**src/rtl/fifo_pop_ctrl.sv**
```systemverilog
// fifo_pop_ctrl: drains a FIFO into a 3-entry skid buffer behind a valid/ready master port.
// Pop is decided from registered occupancy only, so m_ready never reaches pop combinationally.
module fifo_pop_ctrl #(
    parameter int width = 16,
    parameter int CNT_W = 16
) (
    input  logic             clk,
    input  logic             rst,
    input  logic             en,
    input  logic             pndng,
    output logic             pop,
    input  logic [width-1:0] dato_out,
    output logic             m_valid,
    input  logic             m_ready,
    output logic [width-1:0] m_data,
    output logic [CNT_W-1:0] count,
    output logic             busy
);
    logic             inflight_q;
    logic [1:0]       occ_q, occ_d, wr_q, wr_d, rd_q, rd_d;
    logic [width-1:0] buf_q [3];
    logic [CNT_W-1:0] count_q, count_d;
    logic [2:0]       load;
    logic             hs;

    // Reserve a slot for the word already in flight so a pop can never overflow the buffer.
    assign load    = {1'b0, occ_q} + {2'b0, inflight_q};
    assign pop     = rst && en && pndng && (load <= 3'd2);
    assign m_valid = occ_q != 2'd0;
    assign m_data  = buf_q[rd_q];
    assign hs      = m_valid && m_ready;
    assign count   = count_q;
    assign busy    = inflight_q || m_valid;

    always_comb begin
        wr_d    = inflight_q ? (wr_q == 2'd2 ? 2'd0 : wr_q + 2'd1) : wr_q;
        rd_d    = hs ? (rd_q == 2'd2 ? 2'd0 : rd_q + 2'd1) : rd_q;
        occ_d   = occ_q + {1'b0, inflight_q} - {1'b0, hs};
        count_d = count_q + CNT_W'(hs);
    end

    always_ff @(posedge clk) begin
        if (!rst) begin
            inflight_q <= 1'b0;
            occ_q      <= 2'd0;
            wr_q       <= 2'd0;
            rd_q       <= 2'd0;
            count_q    <= '0;
            for (int i = 0; i < 3; i++) buf_q[i] <= '0;
        end else begin
            inflight_q <= pop;
            occ_q      <= occ_d;
            wr_q       <= wr_d;
            rd_q       <= rd_d;
            count_q    <= count_d;
            if (inflight_q) buf_q[wr_q] <= dato_out;
        end
    end

    assert property (@(posedge clk) disable iff (!rst) load <= 3'd3);
endmodule

```
**config.mk**
```make
export PLATFORM = sky130hd
export DESIGN_NAME = fifo_pop_ctrl
export DESIGN_NICKNAME = d
export VERILOG_FILES = /design/src/rtl/fifo_pop_ctrl.sv
export SDC_FILE = /design/constraint.sdc
export NUM_CORES = 1
export LEC_CHECK = 0
export CORE_ASPECT_RATIO = 1.4
export CORE_MARGIN = 5
export CORE_UTILIZATION = 23
export CTS_CLUSTER_DIAMETER = 30
export DETAILED_ROUTE_END_ITERATION = 12
export SLEW_MARGIN = 15
export SYNTH_ARGS = -nofsm -noshare
export SYNTH_HDL_FRONTEND = slang
export SYNTH_SLANG_ARGS = --single-unit
```
**constraint.sdc**
```tcl
create_clock -name clk -period 2.9 [get_ports clk]
set_input_delay 0.435 -clock clk [delete_from_list [all_inputs] [get_ports clk]]
set_output_delay 0.435 -clock clk [all_outputs]
set_load 0.01 [all_outputs]
```
==> impl_metrics.env, run 1 <==
export IMPL_rows=55
export IMPL_setup_viol=0
export IMPL_dieArea_um2=19320
export IMPL_synth_top_area_frac=0.5031
export IMPL_synth_edf_count=64
export IMPL_io_pins=56
export IMPL_start_util=0.2352
export IMPL_drtPass1Iterations=5
export IMPL_p_leak_nw=1.705
export IMPL_period_share=0.8782
export IMPL_hold_buffers=0
export IMPL_synth_common_cells="edfxtp_1, and2_1, dfxtp_1"
export IMPL_worst_pin_slew_ps=450.9
export IMPL_fin_util=0.3053
export IMPL_cts_setup_buffers=0
export IMPL_fin_crit_ps=2547
export IMPL_placed_area_um2=4654
export IMPL_status="finished, final reports clean"
export IMPL_cts_buffers=9
export IMPL_n_fill_cell=1666
export IMPL_yosys_warnings=0
export IMPL_synth_most_common_cell="edfxtp_1"
export IMPL_syn_inst=270
export IMPL_clk_pin_slew_worst_paths_ps=70
export IMPL_num_vias=2363
export IMPL_syn_to_final_growth_pct=29.81
export IMPL_insertedDiodeCount=0
export IMPL_grt_use_total=0.08840
export IMPL_grt_max_degree=18
export IMPL_worstPathArrival_ps=2110
export IMPL_yosys_top_cells_area="edfxtp_1, dfxtp_1, mux4_2"
export IMPL_synthArstFlopShare=0
export IMPL_cp_cell_sequence="ha_1 > inv_1 > ha_1 > a21oi_1 > nor2_1 > clkdlybuf4s50_1"
export IMPL_syn_cell_area_um2=3820
export IMPL_place_gp_congestion=0.7393
export IMPL_die_w_um=118.9
export IMPL_root_buffer="clkbuf_16"
export IMPL_via_per_inst=4.368
export IMPL_first_global_vias=2505
export IMPL_drive_above_1_share=0.1491
export IMPL_setup_ws_ps=353.2
export IMPL_io_buffers=55
export IMPL_power_density_nw_per_um2=553.0
export IMPL_critPathMaxStageDelay_ps=540
export IMPL_synth_nets=297
export IMPL_layout_cells_non_filler=541
export IMPL_clkLatencyLatePin_ps=340
export IMPL_coreArea_um2=16240
export IMPL_drt_total_wl_mm=8.220
export IMPL_setup_tns_ps=0
export IMPL_rsz0062_at_grt="no"
export IMPL_slew_headroom=0.6975
export IMPL_maxCapViolCount=0
export IMPL_cts_buffer_depth=2
export IMPL_grt_overflow=0
export IMPL_final_cell_area_um2=4959
export IMPL_placedCellCount=525
export IMPL_drtIter0Drc=170
export IMPL_crit_path_frequent_cell="ha_1"
export IMPL_wl_per_cell_um=15.19
export IMPL_crit_fanout=8
export IMPL_endpoint_kind="output pin"
export IMPL_crit_type="reg2out"
export IMPL_synth_top_flop_cell="edfxtp_1"
export IMPL_holdCritPathClass="reg2reg"
export IMPL_cp_required_ps=2470
export IMPL_clock_skew_ps=9.525
export IMPL_start_kind="flop"
export IMPL_num_nets_final=364
export IMPL_report_final_slew_viol_count=0
export IMPL_cts_resized=0
export IMPL_syn_avg_cell_area_um2=14.15
export IMPL_ys_ff_latch=89
export IMPL_finalHoldViolCount=0
export IMPL_cts_sinks=89
export IMPL_h_tree_depth=3
export IMPL_fmax_ghz=0.3927
export IMPL_drc=0
export IMPL_place_ws_ps=244.0
export IMPL_yosysSeqAreaShare=0.6341
export IMPL_die_height_um=162.5
export IMPL_vdd_drop_max_v=0.0002899
export IMPL_dp_hpwl_mm=5.555
export IMPL_tritoncts="built"
export IMPL_synthDistinctLibCells=35
export IMPL_antenna_left=0
export IMPL_grt_pass1_wl_mm=13.18
export IMPL_antenna_found_initial=1
export IMPL_crit_slowest_cell="clkdlybuf4s50_1"
export IMPL_yosysTopAreaCell="edfxtp_1"
[state kept, by name, indices dropped and copies added (netlist names), named ones only]
name        count
wr_q            2
count          16
occ_q           2
inflight_q      1
rd_q            2
buf_q          64
[critical path, delay by kind of cell, from the launching register on]
family                   cells  cell delay [ps]
flip-flops                   1              510
buffers and inverters        2              590
AND/OR/NAND/NOR              1              110
adder cells (fa/ha/maj)      2              500
AO/OA/AOI/OAI                1               70
[path summary, 6_finish.rpt]
kind	endpoint	start	depth (start not counted)	slack (ps)
setup / recovery	pop	inflight_q$_SDFF_PN0_	6	350
hold / removal	count[15]$_SDFF_PN0_	count[15]$_SDFF_PN0_	2	480
setup reg to reg	count[8]$_SDFF_PN0_	occ_q[0]$_SDFF_PN0_	7	790
hold reg to reg	count[15]$_SDFF_PN0_	count[15]$_SDFF_PN0_	2	480
[cell usage in the layout, fill, tap and decap left out, types with 5 or more instances in the layout]
cell             instances
o31ai_1                  5
dfxtp_1                 25
a21oi_1                 13
nand2b_1                 5
edfxtp_1                64
and2_1                  51
mux4_2                  16
nor2_1                  11
buf_4                   10
clkbuf_16                9
inv_1                    7
mux2i_1                  6
or4_1                    5
nand2_1                 13
clkdlybuf4s50_1         55
ha_1                     6
[stage by stage]
step	hold slack (ps)	total power, mW
finish	483.2	2.742
floorplan	462.8	1.497
detailed placement	471.0	1.597
global placement	464.1	1.591
global route	520.5	2.844
CTS	485.3	2.774
[report_power, final]
part	internal (mW)	switching (mW)	total, mW
sequential	1.39	0.0120	1.40
combinational	0.0886	0.0722	0.161
clock	0.680	0.498	1.18
total	2.16	0.582	2.74
[cell type report]
class / instances / area [um^2] / area share
sequential: 89 / 2422 / 0.4885
multi-input combinational: 164 / 1328 / 0.2677
clock inverter: 6 / 75.07 / 0.01514
tap: 199 / 249.0 / 0.05021
timing repair buffer: 65 / 625.6 / 0.1262
clock buffer: 10 / 229.0 / 0.04618
inverter: 8 / 30.03 / 0.006056
[metal layers]
layer / global-route usage / vias up / wire length, um
li1: - / 1129 / -
met1: 0.09930 / 1158 / 3477
met2: 0.1550 / 66 / 4168
met3: 0.03614 / 8 / 495
met4: 0.02372 / 2 / 71
met5: 0 / - / 7
[cells by family after synthesis]
family | Yosys count | share of synthesized area
compound gates | 23 | 0.03341
xor+xnor | 3 | 0.006880
fa+ha+maj | 6 | 0.01965
buf+inv | 17 | 0.01834
flops | 89 | 0.6341
mux | 23 | 0.1130
simple gates | 109 | 0.1746
(Power assumes the default switching activity.)
==> inputs of run 2 (changes only) <==
--- a/config.mk
+++ b/config.mk
@@ -10,6 +10,7 @@
 export CORE_UTILIZATION = 23
 export CTS_CLUSTER_DIAMETER = 30
 export DETAILED_ROUTE_END_ITERATION = 12
+export MAX_ROUTING_LAYER = met4
 export SLEW_MARGIN = 15
 export SYNTH_ARGS = -nofsm -noshare
 export SYNTH_HDL_FRONTEND = slang
==> impl_metrics.env, run 2 (synthesis gave the netlist of run 1 again) <==
export IMPL_drt_total_wl_mm=8.199
export IMPL_crit_fanout=8
export IMPL_vdd_drop_max_v=0.0002890
export IMPL_drtPass1Iterations=4
export IMPL_layout_common_cells="edfxtp_1, clkdlybuf4s50_1, and2_1"
export IMPL_cts_setup_buffers=0
export IMPL_drc=0
export IMPL_setup_viol=0
export IMPL_cts_buffers=9
export IMPL_antenna_left=0
export IMPL_start_util=0.2352
export IMPL_placedCellCount=525
export IMPL_rsz0062_at_grt="no"
export IMPL_antenna_found_initial=1
export IMPL_holdCritPathClass="reg2reg"
export IMPL_die_w_um=118.9
export IMPL_hp_start="count[15]$_SDFF_PN0_"
export IMPL_place_gp_congestion=0.7485
export IMPL_clock_skew_ps=10.14
export IMPL_tritoncts="built"
export IMPL_slew_headroom=0.7033
export IMPL_status="finished, final reports clean"
export IMPL_maxCapViolCount=0
export IMPL_reg2reg_slack_ps=790
export IMPL_fin_crit_ps=2542
export IMPL_worstPathArrival_ps=2110
export IMPL_syn_to_final_growth_pct=29.87
export IMPL_holdWs_ps=483.2
export IMPL_first_global_vias=2502
export IMPL_cts_sinks=89
export IMPL_critical_path_top_delay_family="buffers and inverters"
export IMPL_cp_required_ps=2470
export IMPL_cp_cell_sequence="ha_1 > inv_1 > ha_1 > a21oi_1 > nor2_1 > clkdlybuf4s50_1"
export IMPL_start_kind="flop"
export IMPL_dieArea_um2=19320
export IMPL_wl_met1_mm=3.579
export IMPL_endpoint_kind="output pin"
export IMPL_clk_pin_slew_worst_paths_ps=70
export IMPL_hold_path_depth=2
export IMPL_largest_reg_flops=64
export IMPL_crit_start="inflight_q$_SDFF_PN0_"
export IMPL_io_buffers=55
export IMPL_num_nets_final=364
export IMPL_rr_startpoint="occ_q[1]$_SDFF_PN0_"
export IMPL_crit_type="reg2out"
export IMPL_drtIter0Drc=123
export IMPL_report_final_slew_viol_count=0
export IMPL_num_vias=2356
export IMPL_h_tree_depth=3
export IMPL_layout_cells_non_filler=542
export IMPL_r2r_cells=7
export IMPL_finalHoldViolCount=0
export IMPL_dr_max_layer_used="met4"
export IMPL_die_height_um=162.5
export IMPL_cts_buffer_depth=2
export IMPL_p_leak_nw=1.705
export IMPL_clkLatencyLatePin_ps=340
export IMPL_grt_pass1_wl_mm=13.18
export IMPL_crit_cells=6
export IMPL_hold_buffers=0
export IMPL_cts_resized=0
export IMPL_setup_tns_ps=0
export IMPL_rows=55
export IMPL_period_share=0.8767
export IMPL_timing_rr_end="count[8]$_SDFF_PN0_"
export IMPL_drive_above_1_share=0.1491
export IMPL_final_common_cell="edfxtp_1"
export IMPL_wl_per_cell_um=15.13
export IMPL_fmax_ghz=0.3933
export IMPL_crit_slowest_cell="clkdlybuf4s50_1"
export IMPL_grt_overflow=0
export IMPL_worst_pin_slew_ps=440.4
export IMPL_crit_path_frequent_cell="ha_1"
export IMPL_path_buf_inv=2
export IMPL_root_buffer="clkbuf_16"
export IMPL_via_per_inst=4.347
export IMPL_grt_max_degree=18
export IMPL_wl_met2_mm=4.153
export IMPL_met3_length_um=436
export IMPL_io_pins=56
export IMPL_seqCellArea_um2=2422
export IMPL_dp_hpwl_mm=5.555
export IMPL_multi_input_area_um2=1328
export IMPL_critPathMaxStageDelay_ps=540
export IMPL_coreArea_um2=16240
export IMPL_grt_use_total=0.09097
export IMPL_power_density_nw_per_um2=552.0
export IMPL_min_to="count[15]$_SDFF_PN0_"
export IMPL_n_fill_cell=1668
export IMPL_largest_register="buf_q"
-- run 2: worst reg2reg max path, cell delays in order, from the launching register on --
cell and delay, ps:
dfxtp_1 410, o21ai_0 220, inv_1 100, ha_1 210, ha_1 270, nand4_4 170
or4_1 510, a21oi_1 150
-- run 2: metrics by stage --
step                      cell area (um^2)  utilization  worst slack (ps)  power [mW]
after global routing                  4961       0.3055             204.8       2.844
after CTS                             4959       0.3053             307.8       2.774
after detailed placement              4654       0.2866             244.0       1.597
final                                 4961       0.3055             357.6       2.738
after global placement                4654       0.2866             310.0       1.591
after floorplan                       3820            -             735.2       1.497
-- run 2: power breakdown --
part	internal [mW]	switching (mW)	total [mW]
Clock	0.680	0.495	1.18
Sequential	1.39	0.0119	1.40
Combinational	0.0886	0.0715	0.160
-- run 2: final cells by class --
cell class              instances  area share
well taps                     199     0.05019
flip-flops and latches         89      0.4883
clock buffers                  10     0.04615
multi-input cells             164      0.2676
inverters                       8    0.006053
diodes                          1   0.0005044
repair buffers                 65      0.1261
clock inverters                 6     0.01513
-- run 2: worst max path at each step --
stage,end
after floorplan,buf_q[1][0]$_SDFFCE_PN0P_
after global placement,count[8]$_SDFF_PN0_
after detailed placement,count[8]$_SDFF_PN0_
after CTS,pop
after global routing,pop
final,pop
-- run 2: per-layer routing --
metal / track usage / up-vias
met1: 0.1021 / 1156
met3: 0.03162 / 2
met2: 0.1550 / 68
li1: - / 1130
met4: 0.02372 / 0
met5: - / -
==> inputs of run 3 (changes only) <==
--- a/config.mk
+++ b/config.mk
@@ -7,10 +7,11 @@
 export LEC_CHECK = 0
 export CORE_ASPECT_RATIO = 1.4
 export CORE_MARGIN = 5
-export CORE_UTILIZATION = 23
+export CORE_UTILIZATION = 54
 export CTS_CLUSTER_DIAMETER = 30
 export DETAILED_ROUTE_END_ITERATION = 12
 export MAX_ROUTING_LAYER = met4
+export PLACE_DENSITY = 0.79
 export SLEW_MARGIN = 15
 export SYNTH_ARGS = -nofsm -noshare
 export SYNTH_HDL_FRONTEND = slang
==> impl_metrics.env, run 3 (synthesis gave the netlist of run 1 again) <==
export IMPL_status="finished, final reports clean"
export IMPL_layout_cells_non_filler=436
export IMPL_root_buffer="clkbuf_8"
export IMPL_grt_max_degree=18
export IMPL_period_share=0.8682
export IMPL_worstPathArrival_ps=2080
export IMPL_p_leak_nw=1.650
export IMPL_cp_required_ps=2470
export IMPL_endpoint_kind="output pin"
export IMPL_crit_start="inflight_q$_SDFF_PN0_"
export IMPL_power_density_nw_per_um2=481.7
export IMPL_n_fill_cell=534
export IMPL_coreArea_um2=6937
export IMPL_placedCellCount=421
export IMPL_die_height_um=109.5
export IMPL_layout_common_cells="edfxtp_1, clkdlybuf4s50_1, and2_1"
export IMPL_total_power_mw=2.252
export IMPL_drtPass1Iterations=4
export IMPL_fmax_ghz=0.3972
export IMPL_io_pins=56
export IMPL_cts_resized=0
export IMPL_grt_use_total=0.1806
export IMPL_placed_area_um2=4524
export IMPL_endpoint="pop"
export IMPL_wl_per_cell_um=16.17
export IMPL_final_cell_area_um2=4676
export IMPL_tritoncts="built"
export IMPL_report_final_slew_viol_count=0
export IMPL_crit_fanout=8
export IMPL_cts_buffer_depth=2
export IMPL_cts_buffers=9
export IMPL_hold_buffers=0
export IMPL_syn_to_final_growth_pct=22.40
export IMPL_wl_met2_mm=3.694
export IMPL_clk_pin_slew_worst_paths_ps=80
export IMPL_slew_headroom=0.6889
export IMPL_clock_skew_ps=8.892
export IMPL_vdd_drop_max_v=0.0002527
export IMPL_finalHoldViolCount=0
export IMPL_dp_hpwl_mm=4.701
export IMPL_drtIter0Drc=185
export IMPL_holdCritPathClass="reg2reg"
export IMPL_reg2reg_slack_ps=780
export IMPL_timing_rr_end="count[8]$_SDFF_PN0_"
export IMPL_rr_startpoint="occ_q[1]$_SDFF_PN0_"
export IMPL_via_per_inst=5.356
export IMPL_cts_setup_buffers=0
export IMPL_start_kind="flop"
export IMPL_met3_length_um=330
export IMPL_final_common_cell="edfxtp_1"
export IMPL_place_gp_congestion=0.7587
export IMPL_die_w_um=81.09
export IMPL_cts_sinks=89
export IMPL_r2r_cells=7
export IMPL_largest_reg_flops=64
export IMPL_first_global_vias=2413
export IMPL_insertedDiodeCount=0
export IMPL_rows=36
export IMPL_fin_crit_ps=2518
export IMPL_rsz0062_at_grt="no"
export IMPL_setup_viol=0
export IMPL_drive_above_1_share=0.1437
export IMPL_grt_overflow=0
export IMPL_antenna_left=0
export IMPL_crit_type="reg2out"
export IMPL_dr_max_layer_used="met4"
export IMPL_largest_register="buf_q"
export IMPL_worst_pin_slew_ps=463.8
export IMPL_clkLatencyLatePin_ps=350
export IMPL_dieArea_um2=8880
export IMPL_antenna_found_initial=0
export IMPL_drt_total_wl_mm=7.050
export IMPL_wl_met1_mm=2.897
export IMPL_num_nets_final=364
export IMPL_drc=0
export IMPL_maxCapViolCount=0
export IMPL_grt_pass1_wl_mm=11.50
export IMPL_h_tree_depth=3
export IMPL_num_vias=2335
export IMPL_fin_util=0.6741
export IMPL_setup_tns_ps=0
export IMPL_start_util=0.5507
export IMPL_io_buffers=55
## run 3: layer usage
metal  vias to the layer above  track usage
met5                         -            -
met4                         0      0.07971
met3                        11      0.04098
met2                        50       0.2961
met1                      1143       0.2126
li1                       1131            -
## run 3: through the flow
stage | worst slack [ps] | hold slack (ps)
finish | 382.2 | 488.2
global route | 221.7 | 528.2
CTS | 333.8 | 483.1
detailed placement | 246.4 | 474.1
global placement | 315.3 | 465.5
floorplan | 735.2 | 462.8
## run 3: cell type report
| cell class | instances | area (um^2) | share of cell area |
|---|---|---|---|
| flip-flops and latches | 89 | 2422 | 0.5181 |
| clock inverters | 5 | 23.77 | 0.005084 |
| multi-input cells | 164 | 1328 | 0.2839 |
| well taps | 95 | 118.9 | 0.02542 |
| clock buffers | 10 | 127.6 | 0.02729 |
| inverters | 8 | 30.03 | 0.006422 |
| repair buffers | 65 | 625.6 | 0.1338 |
## run 3: worst min path at each step
stage / start / end / slack [ps] / depth (start not counted)
2_1_floorplan: rd_q[1]$_SDFFE_PN0P_ / flop / 460 / 2
5_1_grt: count[13]$_SDFF_PN0_ / count[13]$_SDFF_PN0_ / 530 / 2
4_1_cts: count[15]$_SDFF_PN0_ / count[15]$_SDFF_PN0_ / 480 / 2
6_report: count[15]$_SDFF_PN0_ / count[15]$_SDFF_PN0_ / 490 / 2
3_5_place_dp: count[15]$_SDFF_PN0_ / count[15]$_SDFF_PN0_ / 470 / 2
3_3_place_gp: count[15]$_SDFF_PN0_ / count[15]$_SDFF_PN0_ / 470 / 2
## run 3: power breakdown
part	total, mW	internal [mW]	switching (mW)
clock	0.694	0.298	0.396
sequential	1.40	1.39	0.0113
combinational	0.157	0.0883	0.0686
## run 3: critical path, cell delays in order (launching register included)
cell and delay [ps]:
dfxtp_1 470, ha_1 220, inv_1 50, ha_1 260
a21oi_1 180, nor2_1 70, clkdlybuf4s50_1 480
